File: config.mk
export PLATFORM = sky130hd
export DESIGN_NAME = pkt_injector
export DESIGN_NICKNAME = d
export VERILOG_FILES = /design/src/rtl/nids_pkg.sv /design/src/rtl/frame_ram.sv /design/src/rtl/pkt_injector.sv
export SDC_FILE = /design/constraint.sdc
export NUM_CORES = 1
export LEC_CHECK = 0
export BUFFER_PORTS_ARGS = -buffer_cell sky130_fd_sc_hd__clkbuf_2
export CAP_MARGIN = 30
export CORE_MARGIN = 2
export CORE_UTILIZATION = 56
export CTS_CLUSTER_DIAMETER = 100
export CTS_CLUSTER_SIZE = 25
export DETAILED_ROUTE_END_ITERATION = 7
export PLACE_DENSITY = 0.76
export SLEW_MARGIN = 20
export SYNTH_ARGS = -nofsm -noshare
export SYNTH_HDL_FRONTEND = slang
export SYNTH_HIERARCHICAL = 1
export SYNTH_SLANG_ARGS = --single-unit
File: constraint.sdc
create_clock -name clk -period 3 [get_ports clk]
set_input_delay 0.45 -clock clk [delete_from_list [all_inputs] [get_ports clk]]
set_output_delay 0.45 -clock clk [all_outputs]
set_load 0.02 [all_outputs]
File: src/rtl/nids_pkg.sv
// Shared definitions for the NIDS packet injector: FSM encoding and frame geometry.
package nids_pkg;

    localparam int BYTES_PER_WORD      = 4;
    localparam int DEFAULT_FRAME_WORDS = 20;

    typedef enum logic [2:0] {
        IDLE,
        INIT,
        WAIT_OK,
        SEND,
        WAIT_VERDICT,
        ACK
    } state_t;

endpackage

File: src/rtl/frame_ram.sv
// Frame memory: DEPTH x 32 register file, one synchronous write port and one
// combinational read port. Contents are deliberately not reset.
module frame_ram
    import nids_pkg::*;
#(
    parameter int DEPTH = DEFAULT_FRAME_WORDS
) (
    input  logic        clk,
    input  logic        we,
    input  logic [4:0]  waddr,
    input  logic [31:0] wdata,
    input  logic [4:0]  raddr,
    output logic [31:0] rdata
);

    logic [31:0] mem [DEPTH];

    always_ff @(posedge clk) begin
        if (we) begin
            mem[waddr] <= wdata;
        end
    end

    assign rdata = mem[raddr];

endmodule

File: src/rtl/pkt_injector.sv
// Streams a stored frame byte-by-byte to a NIDS and reports its verdict to the host.
// Optional wait-state timeout is enabled by defining PKT_INJECTOR_TIMEOUT_EN.
module pkt_injector
    import nids_pkg::*;
#(
    parameter int FRAME_WORDS    = DEFAULT_FRAME_WORDS,
    parameter int TIMEOUT_CYCLES = 1024
) (
    input  logic        clk,
    input  logic        rst,
    input  logic        wr_en,
    input  logic [4:0]  wr_addr,
    input  logic [31:0] wr_data,
    input  logic        send,
    output logic        busy,
    output logic        nids_rx_init,
    output logic [7:0]  nids_data,
    input  logic        nids_rx_ok,
    input  logic        nids_tx_init,
    input  logic [2:0]  nids_tx_drop,
    output logic        nids_tx_ok,
    output logic        verdict_valid,
    output logic [2:0]  verdict_drop,
    output logic        timeout_err,
    output logic [4:0]  word_offset,
    output logic [1:0]  byte_offset
);

    state_t      state;
    state_t      next_state;
    logic        have_verdict;
    logic [2:0]  drop_q;
    logic [31:0] rd_word;
    logic [7:0]  byte_sel;
    logic        ram_we;
    logic        last_byte;

    assign busy          = (state != IDLE);
    assign nids_rx_init  = (state == INIT);
    assign nids_tx_ok    = (state == ACK);
    assign verdict_valid = (state == ACK);

    assign ram_we    = wr_en && !busy && ({27'd0, wr_addr} < 32'(FRAME_WORDS));
    assign last_byte = (word_offset == 5'(FRAME_WORDS - 1)) &&
                       (byte_offset == 2'(BYTES_PER_WORD - 1));

    frame_ram #(.DEPTH(FRAME_WORDS)) u_ram (
        .clk   (clk),
        .we    (ram_we),
        .waddr (wr_addr),
        .wdata (wr_data),
        .raddr (word_offset),
        .rdata (rd_word)
    );

    // Most significant byte of each word goes out first.
    always_comb begin
        byte_sel = 8'h00;
        case (byte_offset)
            2'd0: byte_sel = rd_word[31:24];
            2'd1: byte_sel = rd_word[23:16];
            2'd2: byte_sel = rd_word[15:8];
            2'd3: byte_sel = rd_word[7:0];
            default: byte_sel = 8'h00;
        endcase
    end

    assign nids_data = (state == SEND) ? byte_sel : 8'h00;

`ifdef PKT_INJECTOR_TIMEOUT_EN
    localparam int CW = $clog2(TIMEOUT_CYCLES + 1);
    logic [CW-1:0] wait_cnt;
    logic          timeout_hit;
    logic          timeout_q;

    assign timeout_hit = ((state == WAIT_OK) || (state == WAIT_VERDICT)) &&
                         (wait_cnt == CW'(TIMEOUT_CYCLES - 1));
    assign timeout_err = timeout_q;

    // The wait counter restarts on every state change, so each wait state gets a full budget.
    always_ff @(posedge clk or negedge rst) begin
        if (!rst) begin
            wait_cnt  <= '0;
            timeout_q <= 1'b0;
        end else begin
            if (state != next_state) begin
                wait_cnt <= '0;
            end else if ((state == WAIT_OK) || (state == WAIT_VERDICT)) begin
                wait_cnt <= wait_cnt + 1'b1;
            end
            if ((state == IDLE) && send) begin
                timeout_q <= 1'b0;
            end else if (timeout_hit && (next_state == IDLE)) begin
                timeout_q <= 1'b1;
            end
        end
    end
`else
    assign timeout_err = 1'b0;
`endif

    always_comb begin
        next_state = state;
        case (state)
            IDLE:    if (send) next_state = INIT;
            INIT:    next_state = WAIT_OK;
            WAIT_OK: begin
                if (nids_rx_ok) next_state = SEND;
`ifdef PKT_INJECTOR_TIMEOUT_EN
                else if (timeout_hit) next_state = IDLE;
`endif
            end
            SEND:    if (last_byte) next_state = WAIT_VERDICT;
            WAIT_VERDICT: begin
                if (have_verdict || nids_tx_init) next_state = ACK;
`ifdef PKT_INJECTOR_TIMEOUT_EN
                else if (timeout_hit) next_state = IDLE;
`endif
            end
            ACK:     next_state = IDLE;
            default: next_state = IDLE;
        endcase
    end

    // Only the first verdict strobe of a frame is kept; an early one just shortens WAIT_VERDICT.
    always_ff @(posedge clk or negedge rst) begin
        if (!rst) begin
            state        <= IDLE;
            word_offset  <= 5'd0;
            byte_offset  <= 2'd0;
            have_verdict <= 1'b0;
            drop_q       <= 3'd0;
            verdict_drop <= 3'd0;
        end else begin
            state <= next_state;
            if ((state == SEND) && !last_byte) begin
                if (byte_offset == 2'(BYTES_PER_WORD - 1)) begin
                    byte_offset <= 2'd0;
                    word_offset <= word_offset + 5'd1;
                end else begin
                    byte_offset <= byte_offset + 2'd1;
                end
            end else begin
                word_offset <= 5'd0;
                byte_offset <= 2'd0;
            end
            if ((state == IDLE) && send) begin
                have_verdict <= 1'b0;
            end else if (((state == SEND) || (state == WAIT_VERDICT)) &&
                         nids_tx_init && !have_verdict) begin
                have_verdict <= 1'b1;
                drop_q       <= nids_tx_drop;
            end
            if ((state == WAIT_VERDICT) && (next_state == ACK)) begin
                verdict_drop <= have_verdict ? drop_q : nids_tx_drop;
            end
        end
    end

endmodule

==> impl_metrics.toml, run 1 <==
[cells_and_area]
nets = 1677
post-route-util = 0.6406
postLayoutCellArea_mm2 = 0.02963
area_growth_pct = 13.67
n_antenna_cell = 0
drive_gt1_frac = 0.2230
instances_no_fill = 2257

[timing]
fin_ws_ns = -0.6580
fin_crit_sh = 1.219
min_period_ns = 3.658
finClkSkew_ns = 0.02197
slew_viol_final = 0
max_clock_freq_mhz = 273.4
finalHoldViolCount = 0
finalSetupViolations = 8
whs_ns = 0.1227
rsz0062_at_grt = "true"
slew_headroom = 0.5887
tightest_slew_ns = 0.6142
setup_tns_ns = -4.706

[power_and_ir_drop]
ir_drop_uv = 754.9
p_per_area_mw_per_mm2 = 817.9
p_leak_nw = 10.03

[cts]
cts_num_sinks = 657
clk_pin_slew_ns = 0.10
clockBufferDepth = 3
cts-root-buf = "clkbuf_16"
cts_tree = "done"
clock_latency_ns = 0.61
cts_buffers = 30
h-tree-depth = 1

[logic_synthesis]
syn_avg_cell_area_um2 = 17.68
ys_seq_elements = 657
synth_top_area_frac = 0.7372
ys_seq_area_frac = 0.7535
synth_edf_count = 640
synth.most_common_cell = "edfxtp_1"
async_flop_share = 0.02588
synth.distinct_cells = 55
syn_inst = 1475
syn_nets = 1526
synth_flop_cell = "edfxtp_1"
syn_area_mm2 = 0.02607
yosysWarnings = 6
synth_area_leaders = "edfxtp_1 74%, mux2i_1 8.6%, mux4_2 2.8%, dfrtp_1 1.6%, mux2_2 1.4%"
yosys.area.top_type = "edfxtp_1"
yosys-top-cells-count = "640 x edfxtp_1, 224 x mux2i_1, 78 x nand2_1, 68 x nor2_1, 65 x nand3_1"

[placement]
dpl.cell_count = 2178
postPlaceCellArea_mm2 = 0.02823
place_congestion = 0.8840
place_hpwl_um = 36670
io_buffers = 67

[route]
drt-total-wl_um = 64310
ant_nets = 0
drc = 0
via_per_inst = 6.416
post_drt_wl_per_cell_um = 28.49
first_pass_iters = 7
via_count = 14480
drt_iter0_drc = 1766

[worst_hold_path]
min_from = "send"
worstHoldPathType = "input port to flop"
min_path_cells = 3
hold-path-endpoint = "have_verdict"

[global_route]
grt_max_degree = 33
gr-total-overflow = 0
met1_usage = 0.3543
grt.busiest_layer = "met2"
gr-usage-met3 = 0.03754
use_met2 = 0.4335
grt_usage = 0.2631
grt_pass1_wl_um = 91540
grt_pass1_vias = 14090
grt_antenna_before_repair = 0

[die]
start_util = 0.5636
die-area_mm2 = 0.04830
rows = 79
die_x_um = 219.8
die_h_um = 219.8
fp.coreArea_mm2 = 0.04626
io_pins = 69

[worst_setup_path]
setup.worst_path.end_class = "output pin"
cp.required_ns = 2.55
crit_type = "flop to output pin"
start_kind = "flop"
cp.arrival_ns = 3.21
timing.rr.end = "u_ram/mem[0][14]"
crit_fanout = 15
r2r_cells = 6
reg2reg_setup_slack_ns = 0.26
timing.rr.start = "state[2]"

[job]
maxCapViolCount = 0

[status]
violations = "negative setup slack"
status = "complete, but fails checks"
-- placed cells by master (no fill, tap or decap), types with 3 or more instances in the layout --
cell / synthesis / final
buf_4: 14 / 74
ha_1: 5 / 5
o21ai_1: 3 / 3
a222oi_1: 8 / 8
o21a_1: 8 / 8
nand2_1: 78 / 76
buf_8: 2 / 3
a22oi_1: 35 / 35
nor2_4: 0 / 21
a21oi_1: 33 / 33
nand3_2: 0 / 11
or3b_2: 3 / 3
a211oi_2: 0 / 14
clkbuf_2: 1 / 62
nor2_1: 68 / 47
mux2i_1: 224 / 222
clkbuf_16: 0 / 34
dfrtp_1: 17 / 15
a211oi_1: 38 / 24
clkbuf_1: 15 / 24
nand3_1: 65 / 54
nor3b_1: 3 / 3
buf_12: 0 / 48
buf_16: 0 / 3
inv_1: 5 / 5
nand3b_1: 4 / 4
nor3_1: 7 / 7
o22ai_1: 35 / 35
o21ai_0: 3 / 3
edfxtp_1: 640 / 640
mux2_2: 32 / 32
buf_6: 18 / 9
nor2b_1: 8 / 5
a31oi_1: 3 / 3
mux4_2: 32 / 32
-- cells by family after synthesis --
kind of cell / Yosys count / share of synthesized area
and+or+nand+nor: 257 / 0.04684
xor gates and xnor gates: 3 / 0.001008
muxes: 289 / 0.1280
buffers and inverters: 91 / 0.02294
adders and majority gates: 5 / 0.002400
AOI/OAI and AO/OA: 172 / 0.04516
DFF: 657 / 0.7535
other: 1 / 0.0001438
-- power breakdown --
part / leakage, nW / total [mW] / switching (mW) / internal (mW)
registers: 5.93 / 10.2 / 0.0987 / 10.1
logic: 3.68 / 9.36 / 5.28 / 4.08
clock network: 0.420 / 4.65 / 2.67 / 1.98
total: 10.0 / 24.2 / 8.05 / 16.2
-- worst max-delay path, stage by stage (launching register included) --
cell,delay [ns]
dfrtp_4,0.54
clkbuf_16,0.20
buf_16,0.17
buf_6,0.16
buf_4,0.17
mux2i_1,0.20
o22ai_1,0.12
a211oi_1,0.27
nand3_1,0.17
nand2_1,0.11
o21a_1,0.21
nor2_1,0.07
buf_4,0.18
-- registers in the layout, indices dropped and copies added, names as in the netlist --
register      count
state             3
u_ram/mem       640
have_verdict      1
drop_q            3
word_offset       5
verdict_drop      3
byte_offset       2
-- through the flow --
step	total power, mW	setup WS, ns
finish	24.24	-0.6580
global placement	18.75	-0.05266
CTS	23.70	-0.5676
global route	24.99	-0.7776
detailed placement	18.85	-0.01741
floorplan	15.70	-0.3448
-- layer usage --
layer  vias up  wire length [µm]
li1       6132                 -
met1      7395             24450
met2       796             31440
met3       157              5793
met4         0              2619
met5         -                 0
-- layout make-up --
cell class | count | area (µm²)
tap | 607 | 759.5
multi-input combinational | 727 | 6171
fill | 3063 | 16620
sequential | 657 | 19650
clock inverter | 1 | 20.02
clock buffer | 55 | 865.8
inverter | 5 | 18.77
timing repair buffer | 205 | 2151
-- worst max path at each step --
stage | from | slack [ns] | endpoint | depth (start not counted)
after global placement | word_offset[0] | -0.05 | nids_data[4] | 10
after detailed placement | word_offset[0] | -0.02 | nids_data[4] | 10
after floorplan | state[1] | -0.34 | u_ram/mem[12][0] | 5
final | word_offset[0] | -0.66 | nids_data[2] | 12
after CTS | word_offset[0] | -0.57 | nids_data[4] | 10
after global routing | word_offset[0] | -0.78 | nids_data[2] | 12
-- repair_timing --
action | CTS | global route
gates resized for setup | 23 | 39
setup endpoints to repair | 8 | 8
pin swaps | 6 | 14
setup buffers | 7 | 11
endpoints found under the hold margin | 17 | 0
cloned | 1 | 3
hold buffers | 1 | 0
No activity file was read; power rests on OpenSTA's default activity.
==> run 2: changes to the inputs <==
--- a/config.mk
+++ b/config.mk
@@ -5,6 +5,7 @@
 export SDC_FILE = /design/constraint.sdc
 export NUM_CORES = 1
 export LEC_CHECK = 0
+export ABC_AREA = 1
 export BUFFER_PORTS_ARGS = -buffer_cell sky130_fd_sc_hd__clkbuf_2
 export CAP_MARGIN = 30
 export CORE_MARGIN = 2
@@ -12,7 +13,7 @@
 export CTS_CLUSTER_DIAMETER = 100
 export CTS_CLUSTER_SIZE = 25
 export DETAILED_ROUTE_END_ITERATION = 7
-export PLACE_DENSITY = 0.76
+export PLACE_DENSITY = 0.75
 export SLEW_MARGIN = 20
 export SYNTH_ARGS = -nofsm -noshare
 export SYNTH_HDL_FRONTEND = slang
==> impl_metrics.toml, run 2 <==
[worst_setup_path]
r2r_cells = 7
cp.required_ns = 2.55
crit_fanout = 7
timing.rr.end = "u_ram/mem[10][5]"
crit_type = "flop to output pin"
setup.worst_path.end_class = "output pin"
start_kind = "flop"
timing.rr.start = "state[0]"
reg2reg_setup_slack_ns = 0.37
cp.arrival_ns = 2.99

[power_and_ir_drop]
ir_drop_uv = 485.9
power_frac_comb = 0.098
p_per_area_mw_per_mm2 = 537.4
power.total_mw = 16.50
p_sw_frac = 0.2324
p_int_mw = 12.66
p_leak_nw = 11.14
p_seq_frac = 0.618
power_switching_mw = 3.834
p_clk_frac = 0.284

[route]
via_per_inst = 6.192
ant_nets = 0
post_drt_wl_per_cell_um = 24.22
drt_iter0_drc = 2660
drc = 0
drt-total-wl_um = 72960
via_count = 18650
first_pass_iters = 8

[cts]
cts_num_sinks = 657
cts_tree = "done"
clock_latency_ns = 0.61
cts_buffers = 30
clk_pin_slew_ns = 0.10
h-tree-depth = 1
cts-root-buf = "clkbuf_16"
clockBufferDepth = 3

[cells_and_area]
postLayoutCellArea_mm2 = 0.03070
final_cell_mix = "775 x nand2_1, 640 x edfxtp_1, 370 x nand3_1"
largest_reg_flops = 640
nets = 2422
n_fill_cell = 3318
drive_gt1_frac = 0.1495
multiInputGateArea_mm2 = 0.006834
top_regs = "u_ram/mem x640, word_offset x5"
post-route-util = 0.6430
final_common_cell = "nand2_1"
top_register = "u_ram/mem"
register_area_mm2 = 0.01965
area_growth_pct = 13.25

[logic_synthesis]
syn_area_mm2 = 0.02711
syn_inst = 2290
synth_edf_count = 640
synth_area_leaders = "edfxtp_1 71%, nand2_1 12%, nand3_1 7.5%, buf_6 2.1%, dfrtp_1 1.6%"
synth_flop_cell = "edfxtp_1"
synth.most_common_cell = "nand2_1"
yosysWarnings = 6
ys_seq_elements = 657
yosys.area.top_type = "edfxtp_1"
ys_seq_area_frac = 0.7246
synth_top_area_frac = 0.7089
yosys-top-cells-count = "833 x nand2_1, 640 x edfxtp_1, 405 x nand3_1, 94 x nor2_1, 65 x o21ai_0"
syn_nets = 2341
synth.distinct_cells = 33
async_flop_share = 0.02588
syn_avg_cell_area_um2 = 11.84

[die]
die_h_um = 224.0
die_x_um = 224.0
start_util = 0.5678
io_pins = 69
die-area_mm2 = 0.05019
rows = 80
fp.coreArea_mm2 = 0.04775

[global_route]
grt_usage = 0.2818
grt_max_degree = 71
grt_pass1_wl_um = 105900
grt_antenna_before_repair = 3
grt_pass1_vias = 17430
gr-total-overflow = 0

[timing]
slew_headroom = 0.6015
fin_ws_ns = -0.4382
max_clock_freq_mhz = 290.9
finClkSkew_ns = 0.02270
rsz0062_at_grt = "true"
finalHoldViolCount = 0
finalSetupViolations = 8
fin_crit_sh = 1.146
min_period_ns = 3.438
slew_viol_final = 0
tightest_slew_ns = 0.5970

[status]
status = "complete, but fails checks"
violations = "negative setup slack"

[placement]
postPlaceCellArea_mm2 = 0.02838
io_buffers = 67
place_hpwl_um = 37880
place_congestion = 0.8288

[job]
maxCapViolCount = 0

[worst_hold_path]
min_from = "nids_rx_ok"
hold-path-endpoint = "state[0]"
min_path_cells = 3
worstHoldPathType = "input port to flop"
[run 2: how the worst max path moves through the flow]
stage	startpoint	to	slack, ns
final	word_offset[0]	nids_data[6]	-0.44
after detailed placement	word_offset[0]	nids_data[4]	0.13
after global routing	word_offset[0]	nids_data[6]	-0.51
after global placement	word_offset[0]	nids_data[2]	0.22
after floorplan	state[0]	u_ram/mem[14][0]	0.05
after CTS	word_offset[0]	nids_data[0]	-0.36
[run 2: power groups by stage]
stage | clock network, mW | registers [mW] | logic (mW)
3_3_place_gp | 0 | 10.4 | 1.21
4_1_cts | 4.70 | 10.2 | 1.46
3_5_place_dp | 0 | 10.4 | 1.25
2_1_floorplan | 0 | 10.4 | 0.817
6_report | 4.69 | 10.2 | 1.62
5_1_grt | 5.01 | 10.2 | 1.73
[run 2: kinds of logic after synthesis]
group	count (synthesis)	share of synthesized area
XOR/XNOR	3	0.0009694
adder cells (fa/ha/maj)	5	0.002308
flip-flops	657	0.7246
buffers and inverters	163	0.04214
other	1	0.0001383
AND/OR/NAND/NOR	1346	0.2069
AO/OA/AOI/OAI	115	0.02298
[run 2: critical path: stages (launching register included)]
cell       delay [ns]
dfrtp_4          0.51
buf_12           0.16
clkinv_16        0.07
buf_16           0.15
buf_6            0.12
clkbuf_16        0.15
nand2_2          0.06
nand3_2          0.07
nand3_2          0.06
nand2_1          0.08
nand2_1          0.05
nand2_1          0.07
nand2_1          0.06
nand2_2          0.13
nand2_2          0.07
nand3_2          0.12
nand2_2          0.07
a21oi_2          0.18
clkbuf_8         0.18
[run 2: timing repair]
item | CTS | global route
pin swaps | 14 | 58
resized for setup | 82 | 89
endpoints found under the hold margin | 17 | 0
setup endpoints to repair | 8 | 8
cloned | 14 | 11
hold buffers | 1 | 0
setup buffers | 12 | 8
[run 2: cell type report]
cell class	instances	area share
clock inverters	1	0.0006521
repair inverters	1	0.0002853
clock buffers	55	0.02820
well taps	615	0.02506
diodes	2	0.0001630
multi-input cells	1470	0.2226
repair buffers	188	0.07906
flip-flops and latches	657	0.6401
inverters	23	0.003831
[run 2: layer usage]
| layer | vias to the layer above | part of all wire | global-route usage |
|---|---|---|---|
| met1 | 9061 | 0.37 | 0.3966 |
| met4 | 4 | 0.033 | 0.08882 |
| met5 | - | 0.00044 | 0 |
| li1 | 8146 | - | - |
| met3 | 180 | 0.12 | 0.04119 |
| met2 | 1259 | 0.48 | 0.4589 |
[run 2: metrics by stage]
| step | TNS (ns) | setup slack, ns | hold slack (ns) | std cells |
|---|---|---|---|---|
| 4_1_cts | -2.676 | -0.3564 | 0.04714 | 2993 |
| 6_report | -3.002 | -0.4382 | 0.06030 | 3012 |
| 5_1_grt | -3.841 | -0.5100 | 0.07351 | 3011 |
| 3_3_place_gp | 0 | 0.2153 | 0.4205 | 2910 |
| 3_5_place_dp | 0 | 0.1291 | 0.4251 | 2910 |
| 2_1_floorplan | 0 | 0.05368 | 0.1544 | 2290 |
